--- src/rtl/word_packer_if.sv ---
// Word-packer data channels: narrow input words upstream, packed words plus lane mask downstream.
// valid/ready rule: a transfer happens on a rising edge where both valid and ready are high.
interface word_packer_if #(
   parameter int InW   = 16,
   parameter int Ratio = 4
);
   localparam int OutW = InW * Ratio;

   logic            in_valid_i;
   logic            in_ready_o;
   logic [InW-1:0]  in_data_i;
   logic            out_valid_o;
   logic            out_ready_i;
   logic [OutW-1:0] out_data_o;
   logic [Ratio-1:0] out_mask_o;

   modport master (
      output in_valid_i, in_data_i, out_ready_i,
      input  in_ready_o, out_valid_o, out_data_o, out_mask_o
   );

   modport slave (
      input  in_valid_i, in_data_i, out_ready_i,
      output in_ready_o, out_valid_o, out_data_o, out_mask_o
   );
endinterface

--- src/rtl/word_packer.sv ---
// Packs Ratio narrow words into one wide word, lane 0 first; flush_i emits a
// partial group with a lane mask, clr_i drops all packing state.
module word_packer #(
   parameter int InW   = 16,
   parameter int Ratio = 4
) (
   input  logic clk_i,
   input  logic rst_i,
   input  logic clr_i,
   input  logic flush_i,
   output logic busy_o,
   word_packer_if.slave bus
);
   localparam int OutW = InW * Ratio;
   localparam int CntW = $clog2(Ratio + 1);

   logic [CntW-1:0]  acc_cnt;
   logic [OutW-1:0]  acc_q;
   logic             flush_pend;
   logic             out_valid_q;
   logic [OutW-1:0]  out_data_q;
   logic [Ratio-1:0] out_mask_q;

   logic             acc_last;
   logic             out_free;
   logic             in_ready;
   logic             in_fire;
   logic             complete;
   logic             flush_load;
   logic             flush_pend_d;
   logic [OutW-1:0]  acc_wr;
   logic [Ratio-1:0] part_mask;

   assign acc_last   = (acc_cnt == CntW'(Ratio - 1));
   assign out_free   = !out_valid_q || bus.out_ready_i;
   // Depends only on registers and control inputs, never on in_valid_i.
   assign in_ready   = !rst_i && !clr_i && !flush_pend &&
                       !(acc_last && out_valid_q && !bus.out_ready_i);
   assign in_fire    = bus.in_valid_i && in_ready;
   assign complete   = in_fire && acc_last;
   assign flush_load = flush_pend && (acc_cnt != '0) && out_free;

   always_comb begin
      acc_wr    = acc_q;
      part_mask = '0;
      for (int k = 0; k < Ratio; k++) begin
         if (CntW'(k) == acc_cnt) acc_wr[k*InW +: InW] = bus.in_data_i;
         part_mask[k] = (CntW'(k) < acc_cnt);
      end
   end

   // A pending flush retires when it has emitted the partial group or found nothing to emit.
   always_comb begin
      flush_pend_d = flush_pend;
      if (flush_pend) begin
         if (acc_cnt == '0 || flush_load) flush_pend_d = 1'b0;
      end else begin
         flush_pend_d = flush_i;
      end
   end

   always_ff @(posedge clk_i) begin
      if (rst_i || clr_i) begin
         acc_cnt     <= '0;
         acc_q       <= '0;
         flush_pend  <= 1'b0;
         out_valid_q <= 1'b0;
         out_data_q  <= '0;
         out_mask_q  <= '0;
      end else begin
         flush_pend <= flush_pend_d;
         if (complete) begin
            out_valid_q <= 1'b1;
            out_data_q  <= acc_wr;
            out_mask_q  <= '1;
            acc_q       <= '0;
            acc_cnt     <= '0;
         end else if (flush_load) begin
            out_valid_q <= 1'b1;
            out_data_q  <= acc_q;
            out_mask_q  <= part_mask;
            acc_q       <= '0;
            acc_cnt     <= '0;
         end else begin
            if (out_valid_q && bus.out_ready_i) out_valid_q <= 1'b0;
            if (in_fire) begin
               acc_q   <= acc_wr;
               acc_cnt <= acc_cnt + CntW'(1);
            end
         end
      end
   end

   assign bus.in_ready_o  = in_ready;
   assign bus.out_valid_o = out_valid_q;
   assign bus.out_data_o  = out_data_q;
   assign bus.out_mask_o  = out_mask_q;
   assign busy_o          = (acc_cnt != '0) || out_valid_q || flush_pend;
endmodule

--- src/flat_wrapper.sv ---
// flat-port wrapper written by rule: the top's interface ports become plain ports
module word_packer_flat 
#(
   parameter int InW   = 16,
   parameter int Ratio = 4
)
  (clk_i, rst_i, clr_i, flush_i, busy_o, bus_in_valid_i, bus_in_data_i, bus_out_ready_i, bus_in_ready_o, bus_out_valid_o, bus_out_data_o, bus_out_mask_o);
  word_packer_if #(.InW(InW), .Ratio(Ratio)) bus_i ();
  input  logic clk_i;
  input  logic rst_i;
  input  logic clr_i;
  input  logic flush_i;
  output logic busy_o;
  input wire logic [$bits(bus_i.in_valid_i)-1:0] bus_in_valid_i;
  input wire logic [$bits(bus_i.in_data_i)-1:0] bus_in_data_i;
  input wire logic [$bits(bus_i.out_ready_i)-1:0] bus_out_ready_i;
  output wire logic [$bits(bus_i.in_ready_o)-1:0] bus_in_ready_o;
  output wire logic [$bits(bus_i.out_valid_o)-1:0] bus_out_valid_o;
  output wire logic [$bits(bus_i.out_data_o)-1:0] bus_out_data_o;
  output wire logic [$bits(bus_i.out_mask_o)-1:0] bus_out_mask_o;
  assign bus_i.in_valid_i = bus_in_valid_i;
  assign bus_i.in_data_i = bus_in_data_i;
  assign bus_i.out_ready_i = bus_out_ready_i;
  assign bus_in_ready_o = bus_i.in_ready_o;
  assign bus_out_valid_o = bus_i.out_valid_o;
  assign bus_out_data_o = bus_i.out_data_o;
  assign bus_out_mask_o = bus_i.out_mask_o;
  word_packer #(.InW(InW), .Ratio(Ratio)) u_core (.clk_i(clk_i), .rst_i(rst_i), .clr_i(clr_i), .flush_i(flush_i), .busy_o(busy_o), .bus(bus_i));
endmodule
--- config.mk ---
export PLATFORM = sky130hd
export DESIGN_NAME = word_packer_flat
export DESIGN_NICKNAME = d
export VERILOG_FILES = /design/src/rtl/word_packer_if.sv /design/src/rtl/word_packer.sv /design/src/flat_wrapper.sv
export SDC_FILE = /design/constraint.sdc
export NUM_CORES = 1
export LEC_CHECK = 0
export BUFFER_PORTS_ARGS = -buffer_cell sky130_fd_sc_hd__buf_4
export CORE_MARGIN = 2
export CORE_UTILIZATION = 30
export CTS_BUF_LIST = sky130_fd_sc_hd__clkbuf_8
export DETAILED_ROUTE_END_ITERATION = 10
export GPL_TIMING_DRIVEN = 0
export PLACE_DENSITY = 0.59
export SLEW_MARGIN = 20
export SYNTH_ARGS = -nofsm -noshare
export SYNTH_HDL_FRONTEND = slang
export SYNTH_SLANG_ARGS = --single-unit
--- constraint.sdc ---
create_clock -name clk_i -period 3.7 [get_ports clk_i]
set_input_delay 0.37 -clock clk_i [delete_from_list [all_inputs] [get_ports clk_i]]
set_output_delay 0.37 -clock clk_i [all_outputs]
set_load 0.01 [all_outputs]
==> impl_results.md, run 1 <==
* Outcome: finished, final reports clean
* Synth warnings at 0
* Max Cap Viol at 0
* Yosys reg bits at roughly 140
* Num Clock Sinks at around 140
* HPWL after DPL at 12800 um
* Power density over cell area at approximately 400 mW/mm2
* Via density at roughly 5.0
* Synth Area in Compound Gates at 0.205
* Post-synthesis xor/xnor area fraction at 0.00149
* Setup Total Neg Slack at 0 ns
* Cell Area, Synth at about 0.006 mm2
* Mean area per synthesized cell at 9.57 um2
* CTS clk-pin slew, worst paths at roughly 0.080 ns
* Async SR Flop Fraction at 0
* Mux cell area share after synthesis at 0.120
* Met2 Use GR at 0.281
* CTS resizes at 0
* Share of layout cells above drive strength 1 at 0.228
* Post-Syn Nets at 637
* Worst Hold Path Cells at 3
* Die height at 144 um
* Leak Pwr at roughly 2.7 nW
* Sequential area share after synthesis at 0.468
* # DRC at 0
* H-tree depth at 4
* Global Route Usage Sum at 0.182
* Critical path's top delay family: buffers and inverters
* Gate power share at 0.059
* Via count at around 5000
* Die area at slightly above 0.02 mm2
* Fin nets at 748
* CTS Buf Count at 17
* Top Usage Layer GRT: met2
* Final Max Tran Viols at 0
* Post-CTS Hold Buffers at 0
* WP buf/inv at 3
* Final Hold Viols at 0
* Placed Instances at slightly below 1000
* Post-synth top area share at 0.468
* Crit path top cell by count: nand3_1
* Sequential share of power at 0.508
* Pin count of the biggest net entering global routing at 17
* Die X at roughly 140 um
* Top cells by instance count after synthesis: dfxtp_1 (137), a211oi_1 (77), mux2i_1 (70)
* Drt pass-1 iters at 5
* Critical Path AT at between 2 and 3 ns
* Sw Pwr at 0.718 mW
* Worst path cell trace: inv_1 > ha_1 > nand2b_1 > buf_4 > nand3_1 > nand3_1 > clkbuf_1 > a211oi_1
* Worst slew margin at 0.559
* Reg2Reg Depth at 8
* Actual slew at the worst max-slew pin at about 0.66 ns
* Synth Area in Simple Gates at 0.135
* Crit-path max FO at 10
* Setup violations, final at 0
* RSZ-0062 raised after global routing: no
* Clock Latency Late Sink at approximately 0.46 ns
* Critical-path top delay cell: dfxtp_1
* Sw Ratio at 0.244
* Area growth syn-to-layout at 24.4%
* Met1 global-route usage at 0.254
* CP startpoint kind: flop
* Num rows at between 50 and 60
* Routed len/inst at ~18 um
* CP required at 4.02 ns
* Largest family of logic cells by synthesized area: compound AO/OA/AOI/OAI gates
* Post-layout minimum cycle time at between 2 and 2.5 ns
* Worst Path Class, Setup: reg2reg
* Initial antenna violation count at 0
* Worst Skew at 0.00785 ns
* Post-CTS Setup Repair Bufs at 0
* Synth area leader: dfxtp_1
* Floorplan Core Area at 0.0193 mm2
* Maximum VDD drop at between 0.0002 and 0.00025 V
* CTS max path bufs at 2
* Post-synth EDFFs at 0
* Clock network power share at 0.433
* N_diodes at 0
* Crit. End Element: flop
* Post-synthesis adder-cell area fraction at 0.00641
* First-iteration detailed-routing DRC count at between 200 and 250
* Fmax at around 420 MHz
* Cell count after synthesis at a little over 600
* TritonCTS clock tree: built
* Routed Antenna Nets at 0
* Routing usage on met3 at 0.0397
* Io pins at 93
* Dominant cell by count in the synthesized netlist: dfxtp_1
* Fin crit share at 0.645
* First-pass GRT wire length at roughly 28000 um
* Tightest Hold Check Type: in2reg
* Synth top area cells: dfxtp_1 (47%), mux2i_1 (12%), a211oi_1 (9.9%)
* GR Overflow Total at 0
* Main synth FF type: dfxtp_1
* Initial core utilization at 0.303
* Layout Cells excl Fill at around 1000
* Root Driver: clkbuf_8
* Crit. path cell count at 8
* Routed wire length at approximately 18000 um
* Distinct cell type count after synthesis at 39
* Max incr delay on CP at approximately 0.47 ns
* Number of global-route vias before repair at roughly 4700
* Global placer's final weighted congestion at roughly 0.83
* Input/output buffers at between 90 and 100
* P_int at 2.22 mW
## path summary, 6_finish.rpt
kind | slack [ns] | endpoint | startpoint
max | 1.31 | u_core.acc_q[30]$_SDFFE_PP0N_ | u_core.acc_cnt[0]$_SDFFE_PP0N_
min | 0.18 | u_core.flush_pend$_SDFF_PP0_ | flush_i
max reg2reg | 1.31 | u_core.acc_q[30]$_SDFFE_PP0N_ | u_core.acc_cnt[0]$_SDFFE_PP0N_
min reg2reg | 0.46 | u_core.bus.out_data_o[48]$_SDFFE_PP0P_ | u_core.acc_q[48]$_SDFFE_PP0N_
## cell type report
class / count / area, um2
buffer: 57 / 367
clock buffer: 18 / 248
clock inverter: 14 / 158
fill: 1997 / 12000
inverter: 3 / 11.3
multi-input combinational: 415 / 2740
sequential: 137 / 2740
tap: 265 / 332
timing repair buffer: 92 / 691
## placed cells by master, fill, tap and decap left out, drive strengths merged, types with 4 or more instances in the layout
cell       n
dfxtp    137
buf      132
a211oi    77
mux2i     70
nor2      60
a21oi     47
clkbuf    35
o21ai     31
nor3      27
nand2     23
a21boi    19
and2      16
nand3      9
o2bb2ai    7
clkinv     6
inv        5
nor2b      4
## per-layer routing
layer / share of wire / up-vias
met2: 0.45 / 134
met4: 0.016 / 0
met3: 0.052 / 23
met5: 0 / -
li1: - / 2436
met1: 0.48 / 2394
## worst register-to-register path: stages, from the launching register on
cell and delay, ns:
dfxtp_1 0.47, inv_1 0.14, ha_1 0.24, nand2b_1 0.07, buf_4 0.17, nand3_1 0.19
nand3_1 0.40, clkbuf_1 0.47, a211oi_1 0.10
## flip-flops by register name (all words and copies together) (netlist names)
register and count:
u_core.acc_cnt 3, u_core.acc_q 64, u_core.bus.out_data_o 64, u_core.bus.out_mask_o 4
u_core.bus.out_valid_o 1, u_core.flush_pend 1
## kinds of logic after synthesis
| kind of cell | count (synthesis) |
|---|---|
| fa+ha+maj | 3 |
| simple gates | 156 |
| buf+inv | 60 |
| compound gates | 185 |
| flops | 137 |
| xor+xnor | 1 |
| mux | 70 |
## metrics by stage
stage / power (mW) / hold WS, ns / setup WS [ns] / area, um2 / util
detailed placement: 1.70 / 0.444 / 1.34 / 6880 / 0.356
floorplan: 1.62 / 0.429 / 1.89 / 5860 / -
finish: 2.94 / 0.176 / 1.31 / 7290 / 0.377
global placement: 1.70 / 0.442 / 1.30 / 6880 / 0.356
global route: 3.05 / 0.168 / 1.10 / 7290 / 0.377
CTS: 2.96 / 0.156 / 1.34 / 7290 / 0.377
## power groups by stage
stage / Clock, mW / Sequential, mW / Combinational [mW]
final: 1.27 / 1.49 / 0.175
after global routing: 1.37 / 1.49 / 0.190
after CTS: 1.30 / 1.49 / 0.174
after detailed placement: 0 / 1.53 / 0.173
after global placement: 0 / 1.53 / 0.173
after floorplan: 0 / 1.53 / 0.0978
Note: power is estimated with default switching activity, not from simulation.
==> inputs of run 2 (changes only) <==
--- a/config.mk
+++ b/config.mk
@@ -11,7 +11,7 @@
 export CTS_BUF_LIST = sky130_fd_sc_hd__clkbuf_8
 export DETAILED_ROUTE_END_ITERATION = 10
 export GPL_TIMING_DRIVEN = 0
-export PLACE_DENSITY = 0.59
+export PLACE_DENSITY = 0.6
 export SLEW_MARGIN = 20
 export SYNTH_ARGS = -nofsm -noshare
 export SYNTH_HDL_FRONTEND = slang
==> constraint.sdc (replaced) <==
create_clock -name clk_i -period 2.1 [get_ports clk_i]
set_input_delay 0.21 -clock clk_i [delete_from_list [all_inputs] [get_ports clk_i]]
set_output_delay 0.21 -clock clk_i [all_outputs]
set_load 0.01 [all_outputs]
==> impl_results.md, run 2 (synthesis results as in run 1) <==
* Global placer's final weighted congestion at 0.837 (was 0.833)
* H-tree depth at 4 (unchanged)
* Filler cells at 1963 (was 1997)
* R2R Path End: u_core.bus.out_data_o[30]$_SDFFE_PP0P_ (was u_core.acc_q[30]$_SDFFE_PP0N_)
* Crit-path max FO at 10 (unchanged)
* Num rows at 51 (unchanged)
* Routed len/inst at 18.0 um (was 18.1 um)
* Min-Delay Endpoint: u_core.flush_pend$_SDFF_PP0_ (unchanged)
* Tightest Hold Check Type: in2reg (unchanged)
* Most common cell after layout, fill and taps aside: dfxtp_1 (unchanged)
* Clock network power share at 0.401 (was 0.433)
* Routed Antenna Nets at 0 (unchanged)
* Pwr Total at 4.91 mW (was 2.94 mW)
* Commonest cells after routing, fill and taps aside: dfxtp_1 (135), buf_4 (102), a211oi_1 (77) (was dfxtp_1 (137), buf_4 (101), a211oi_1 (77))
* Setup slack on the worst flop-to-flop path at 0.14 ns (was 1.31 ns)
* CTS Buf Count at 17 (unchanged)
* GR Overflow Total at 0 (unchanged)
* Placed Instances at 969 (unchanged)
* Input/output buffers at 92 (unchanged)
* Io pins at 93 (unchanged)
* Worst slew margin at 0.565 (was 0.559)
* CP startpoint kind: flop (unchanged)
* Post-CTS Hold Buffers at 0 (unchanged)
* CTS clk-pin slew, worst paths at 0.07 ns (was 0.08 ns)
* Final Hold Viols at 0 (unchanged)
* Worst Hold Path Cells at 3 (unchanged)
* Die height at 144 um (unchanged)
* Worst Path Class, Setup: reg2out (was reg2reg)
* Setup violations, final at 0 (unchanged)
* P_int at 3.69 mW (was 2.22 mW)
* Actual slew at the worst max-slew pin at 0.653 ns (was 0.661 ns)
* Outcome: finished, final reports clean (unchanged)
* First-iteration detailed-routing DRC count at 319 (was 249)
* Post-layout minimum cycle time at approximately 2 ns
* Worst Skew at 0.0102 ns (was 0.00785 ns)
* # DRC at 0 (unchanged)
* Layout Cells excl Fill at 1002 (was 1001)
* Share of layout cells above drive strength 1 at 0.246 (was 0.228)
* CP required at 1.89 ns (was 4.02 ns)
* Sequential cell area at 0.00275 mm2 (was 0.00274 mm2)
* Power density over cell area at 671 mW/mm2 (was 404 mW/mm2)
* Clock Latency Late Sink at 0.45 ns (was 0.46 ns)
* Fin crit share at 0.954
* Final Instance Area at 0.00733 mm2 (was 0.00729 mm2)
* Global Route Usage Sum at 0.179 (was 0.182)
* Drt pass-1 iters at 4 (was 5)
* Worst path cell trace: inv_1 > ha_1 > nand2b_1 > buf_6 > or3_1 > buf_4 (was inv_1 > ha_1 > nand2b_1 > buf_4 > nand3_1 > nand3_1 > clkbuf_1 > a211oi_1)
* Initial antenna violation count at 0 (unchanged)
* N_diodes at 0 (unchanged)
* Num Clock Sinks at 137 (unchanged)
* Final Hold Slack at 0.0279 ns (was 0.176 ns)
* Crit. End Element: primary output (was flop)
* Die area at 0.0207 mm2 (unchanged)
* Fmax at 499 MHz
* Floorplan Core Area at 0.0193 mm2 (unchanged)
* Pin count of the biggest net entering global routing at 17 (unchanged)
* Critical-path top delay cell: dfxtp_4 (was dfxtp_1)
* TritonCTS clock tree: built (unchanged)
* Initial core utilization at 0.303 (unchanged)
* Root Driver: clkbuf_8 (unchanged)
* Number of global-route vias before repair at 4800 (was 4739)
* Gate power share at 0.064 (was 0.059)
* Final Max Tran Viols at 0 (unchanged)
* Routed wire length at 18000 um (was 18100 um)
* Max incr delay on CP at 0.37 ns (was 0.47 ns)
* CTS max path bufs at 2 (unchanged)
* Reg2Reg Depth at 9 (was 8)
* Max Cap Viol at 0 (unchanged)
* HPWL after DPL at 12700 um (was 12800 um)
* Area growth syn-to-layout at 25.0% (was 24.4%)
* Multi-input gate area at 0.00276 mm2 (was 0.00274 mm2)
* Fin util at 0.379 (was 0.377)
* Via density at 4.98 (about the same)
* Fin nets at 750 (was 748)
* Critical Path AT at 1.79 ns (was 2.70 ns)
* Via count at 4993 (was 4987)
* First-pass GRT wire length at 27700 um (was 28100 um)
* Maximum VDD drop at 0.000380 V (was 0.000214 V)
* Reg2reg start: u_core.acc_cnt[0]$_SDFFE_PP0N_ (unchanged)
* Hold Crit Start: flush_i (unchanged)
* RSZ-0062 raised after global routing: no (unchanged)
* Leak Pwr at 2.72 nW (was 2.69 nW)
* Die X at 144 um (unchanged)
* Sequential share of power at 0.535 (was 0.508)
* Post-DP Area at 0.00688 mm2 (unchanged)
* Sw Pwr at 1.22 mW (was 0.718 mW)
* Sw Ratio at 0.248 (was 0.244)
## run 2: critical path, delay by kind of cell, from the launching register on
kind	cells	cell delay (ns)
flops	1	0.37
buf+inv	3	0.41
fa+ha+maj	1	0.19
simple gates	2	0.37
## run 2: metrics by stage
stage | setup WS, ns | TNS, ns
after floorplan | 0.287 | 0
after global placement | -0.176 | -8.53
after detailed placement | -0.138 | -6.92
after CTS | 0.0123 | 0
after global routing | 0.00269 | 0
final | 0.0971 | 0
## run 2: cell type report
cell class              count  share of cell area
inverters                   3             0.00154
multi-input cells         415               0.377
clock buffers              19              0.0357
flip-flops and latches    137               0.375
clock inverters            12              0.0120
well taps                 265              0.0453
plain buffers              57              0.0572
repair buffers             94              0.0963
## run 2: power groups by stage
stage                     registers [mW]  clock network [mW]  logic (mW)
after floorplan                     2.69                   0       0.172
after global placement              2.69                   0       0.305
after detailed placement            2.69                   0       0.305
after CTS                           2.63                2.01       0.308
after global routing                2.63                2.13       0.338
final                               2.63                1.97       0.313
## run 2: layer usage
metal | track usage | wire length (um)
met5 | 0 | 0
met4 | 0.0480 | 191
met3 | 0.0387 | 1060
met2 | 0.268 | 8000
met1 | 0.258 | 8790
## run 2: worst max-delay path by stage
| stage | startpoint | end | slack [ns] | cells past startpoint |
|---|---|---|---|---|
| floorplan | u_core.acc_cnt[0]$_SDFFE_PP0N_ | u_core.bus.out_data_o[30]$_SDFFE_PP0P_ | 0.29 | 9 |
| global placement | u_core.acc_cnt[0]$_SDFFE_PP0N_ | u_core.acc_q[13]$_SDFFE_PP0N_ | -0.18 | 8 |
| detailed placement | u_core.acc_cnt[0]$_SDFFE_PP0N_ | u_core.acc_q[39]$_SDFFE_PP0N_ | -0.14 | 8 |
| CTS | clr_i | bus_in_ready_o | 0.01 | 7 |
| global route | u_core.acc_cnt[0]$_SDFFE_PP0N_ | u_core.bus.out_data_o[46]$_SDFFE_PP0P_ | 0.003 | 9 |
| finish | u_core.acc_cnt[0]$_SDFFE_PP0N_ | busy_o | 0.1 | 6 |
## run 2: repair_timing
item / 4_1_cts / 5_1_grt
endpoints found under the setup margin: 110 / 79
hold endpoints to repair: 0 / 0
pin swaps: 0 / 1
setup buffers: 0 / 2
resized for setup: 9 / 30
==> inputs of run 3 (changes only) <==
--- a/config.mk
+++ b/config.mk
@@ -6,12 +6,14 @@
 export NUM_CORES = 1
 export LEC_CHECK = 0
 export BUFFER_PORTS_ARGS = -buffer_cell sky130_fd_sc_hd__buf_4
+export CELL_PAD_IN_SITES_DETAIL_PLACEMENT = 1
+export CELL_PAD_IN_SITES_GLOBAL_PLACEMENT = 1
 export CORE_MARGIN = 2
 export CORE_UTILIZATION = 30
 export CTS_BUF_LIST = sky130_fd_sc_hd__clkbuf_8
 export DETAILED_ROUTE_END_ITERATION = 10
-export GPL_TIMING_DRIVEN = 0
-export PLACE_DENSITY = 0.6
+export PLACE_DENSITY = 0.72
+export RECOVER_POWER = 25
 export SLEW_MARGIN = 20
 export SYNTH_ARGS = -nofsm -noshare
 export SYNTH_HDL_FRONTEND = slang
==> impl_results.md, run 3 (synthesis results as in run 1) <==
* Outcome: finished, final reports clean (unchanged)
* Critical path's top delay family: buffers and inverters (unchanged)
* Clock Latency Late Sink at 0.45 ns (about the same)
* CTS clk-pin slew, worst paths at 0.08 ns (was 0.07 ns)
* WL met2 at 8610 um (was 8000 um)
* Root Driver: clkbuf_8 (unchanged)
* Fin nets at 720 (was 750)
* Commonest cells after routing, fill and taps aside: dfxtp_1 (137), a211oi_1 (77), mux2i_1 (70) (was dfxtp_1 (135), buf_4 (102), a211oi_1 (77))
* Floorplan Core Area at 0.0193 mm2 (unchanged)
* R2R Path End: u_core.bus.out_data_o[32]$_SDFFE_PP0P_ (was u_core.bus.out_data_o[30]$_SDFFE_PP0P_)
* Clock network power share at 0.448 (was 0.401)
* Worst Skew at 0.0106 ns (was 0.0102 ns)
* Global Route Usage Sum at 0.182 (was 0.179)
* Number of global-route vias before repair at 4912 (was 4800)
* Routed len/inst at 18.9 um (was 18.0 um)
* Maximum VDD drop at 0.000405 V (was 0.000380 V)
* Sw Ratio at 0.230 (was 0.248)
* Gate power share at 0.057 (was 0.064)
* Final setup margin at 0.179 ns (was 0.0971 ns)
* Post-layout minimum cycle time at 1.92 ns (was 2.00 ns)
* Crit-path max FO at 9 (was 10)
* Min-Delay Endpoint: u_core.flush_pend$_SDFF_PP0_ (unchanged)
* CTS Buf Count at 17 (unchanged)
* Initial core utilization at 0.303 (unchanged)
* CP required at 1.89 ns (about the same)
* Die X at 144 um (unchanged)
* Post-CTS Hold Buffers at 0 (unchanged)
* HPWL after DPL at 12000 um (was 12700 um)
* Fin crit share at 0.915 (was 0.954)
* Setup violations, final at 0 (unchanged)
* TritonCTS clock tree: built (unchanged)
* Routed wire length at 18300 um (was 18000 um)
* Reg2Reg Depth at 9 (unchanged)
* Area growth syn-to-layout at 20.8% (was 25.0%)
* # DRC at 0 (unchanged)
* Crit path top cell by count: buf_4
* Share of layout cells above drive strength 1 at 0.153 (was 0.246)
* Critical-path top delay cell: dfxtp_1 (was dfxtp_4)
* Final Hold Viols at 0 (unchanged)
* Placed Instances at 941 (was 969)
* Pin count of the biggest net entering global routing at 79 (was 17)
* Routed Antenna Nets at 0 (unchanged)
* Num Clock Sinks at 137 (unchanged)
* Via count at 4989 (was 4993)
* Num rows at 51 (unchanged)
* Top Layer Used: met4 (unchanged)
* Max Cap Viol at 0 (unchanged)
* H-tree depth at 4 (unchanged)
* Crit. End Element: primary output (unchanged)
* Post-CTS Setup Repair Bufs at 0 (unchanged)
* Actual slew at the worst max-slew pin at 0.521 ns (was 0.653 ns)
* Fmax at 521 MHz (was 499 MHz)
* Sequential share of power at 0.495 (was 0.535)
* Initial antenna violation count at 0 (unchanged)
* Max incr delay on CP at 0.32 ns (was 0.37 ns)
* Reg2reg start: u_core.acc_cnt[0]$_SDFFE_PP0N_ (unchanged)
* WP buf/inv at 3 (unchanged)
* Via density at 5.13 (was 4.98)
* CTS max path bufs at 2 (unchanged)
* Worst slew margin at 0.651 (was 0.565)
* Pre-CTS WS at 0.0628 ns (was -0.138 ns)
* Layout Cells excl Fill at 972 (was 1002)
* Worst Hold Path Cells at 3 (unchanged)
* GR Overflow Total at 0 (unchanged)
* Final Max Tran Viols at 0 (unchanged)
* Wl on met1 at 8790 um (about the same)
* Io pins at 93 (unchanged)
* Die area at 0.0207 mm2 (unchanged)
* Setup Total Neg Slack at 0 ns (unchanged)
* P_int at 4.09 mW (was 3.69 mW)
* Setup slack on the worst flop-to-flop path at 0.18 ns (was 0.14 ns)
* N_diodes at 0 (unchanged)
* Metal3 WL at 678 um (was 1060 um)
* Critical Path AT at 1.71 ns (was 1.79 ns)
* First-pass GRT wire length at 28500 um (was 27700 um)
* Global placer's final weighted congestion at 0.775 (was 0.837)
* Drt pass-1 iters at 5 (was 4)
* Hold Crit Start: flush_i (unchanged)
* Die height at 144 um (unchanged)
* Sw Pwr at 1.22 mW (about the same)
* Power density over cell area at 750 mW/mm2 (was 671 mW/mm2)
* Worst Path Class, Setup: reg2out (unchanged)
* Leak Pwr at 2.44 nW (was 2.72 nW)
* First-iteration detailed-routing DRC count at 245 (was 319)
* Worst path cell trace: inv_1 > ha_1 > nand2b_1 > buf_4 > or3_1 > buf_4 (was inv_1 > ha_1 > nand2b_1 > buf_6 > or3_1 > buf_4)
* Input/output buffers at 92 (unchanged)
* CP startpoint kind: flop (unchanged)
* Tightest Hold Check Type: in2reg (unchanged)
* RSZ-0062 raised after global routing: no (unchanged)
* CTS resizes at 0 (was 9)
* Most common cell after layout, fill and taps aside: dfxtp_1 (unchanged)
## run 3: worst max path at each step
stage	from	cells after the start	slack, ns	endpoint
2_1_floorplan	u_core.acc_cnt[0]$_SDFFE_PP0N_	9	0.29	u_core.bus.out_data_o[30]$_SDFFE_PP0P_
3_3_place_gp	u_core.acc_cnt[0]$_SDFFE_PP0N_	7	0.18	u_core.acc_q[52]$_SDFFE_PP0N_
3_5_place_dp	u_core.acc_cnt[0]$_SDFFE_PP0N_	7	0.06	u_core.acc_q[58]$_SDFFE_PP0N_
4_1_cts	u_core.acc_cnt[0]$_SDFFE_PP0N_	7	0.04	u_core.acc_q[58]$_SDFFE_PP0N_
5_1_grt	u_core.acc_cnt[0]$_SDFFE_PP0N_	8	0.04	u_core.bus.out_data_o[22]$_SDFFE_PP0P_
6_report	u_core.acc_cnt[0]$_SDFFE_PP0N_	6	0.18	busy_o
## run 3: metal layers
layer / vias to the layer above / GRT usage
met5: - / 0
met4: 0 / 0.0593
met3: 16 / 0.0337
met2: 104 / 0.292
met1: 2480 / 0.247
li1: 2389 / -
## run 3: worst register-to-register path, stage by stage, from the launching register on
cell and delay, ns:
dfxtp_1 0.34, inv_1 0.06, ha_1 0.21, nand2b_1 0.09
and3_2 0.23, buf_4 0.13, buf_4 0.33, o21ai_1 0.13
buf_4 0.18, o2bb2ai_1 0.15
## run 3: power groups by stage
| stage | logic [mW] | registers [mW] | clock network (mW) |
|---|---|---|---|
| after floorplan | 0.172 | 2.69 | 0 |
| after global placement | 0.295 | 2.69 | 0 |
| after detailed placement | 0.301 | 2.69 | 0 |
| after CTS | 0.303 | 2.63 | 2.42 |
| after global routing | 0.332 | 2.63 | 2.55 |
| final | 0.303 | 2.63 | 2.38 |
## run 3: layout make-up
type                       instances  area, um2
inverter                           3       11.3
sequential                       137       2740
multi-input combinational        415       2760
timing repair buffer             121        808
clock inverter                    11        155
fill                            2248      12300
clock buffer                      20        275
tap                              265        332
## run 3: through the flow
stage          utilization  instance area [um2]  power (mW)  hold slack, ns
2_1_floorplan            -                 5860        2.86           0.354
3_3_place_gp         0.353                 6830        2.99           0.443
3_5_place_dp         0.353                 6830        2.99           0.446
4_1_cts              0.376                 7260        5.36          0.0169
5_1_grt              0.366                 7080        5.51          0.0433
6_report             0.366                 7080        5.31          0.0414
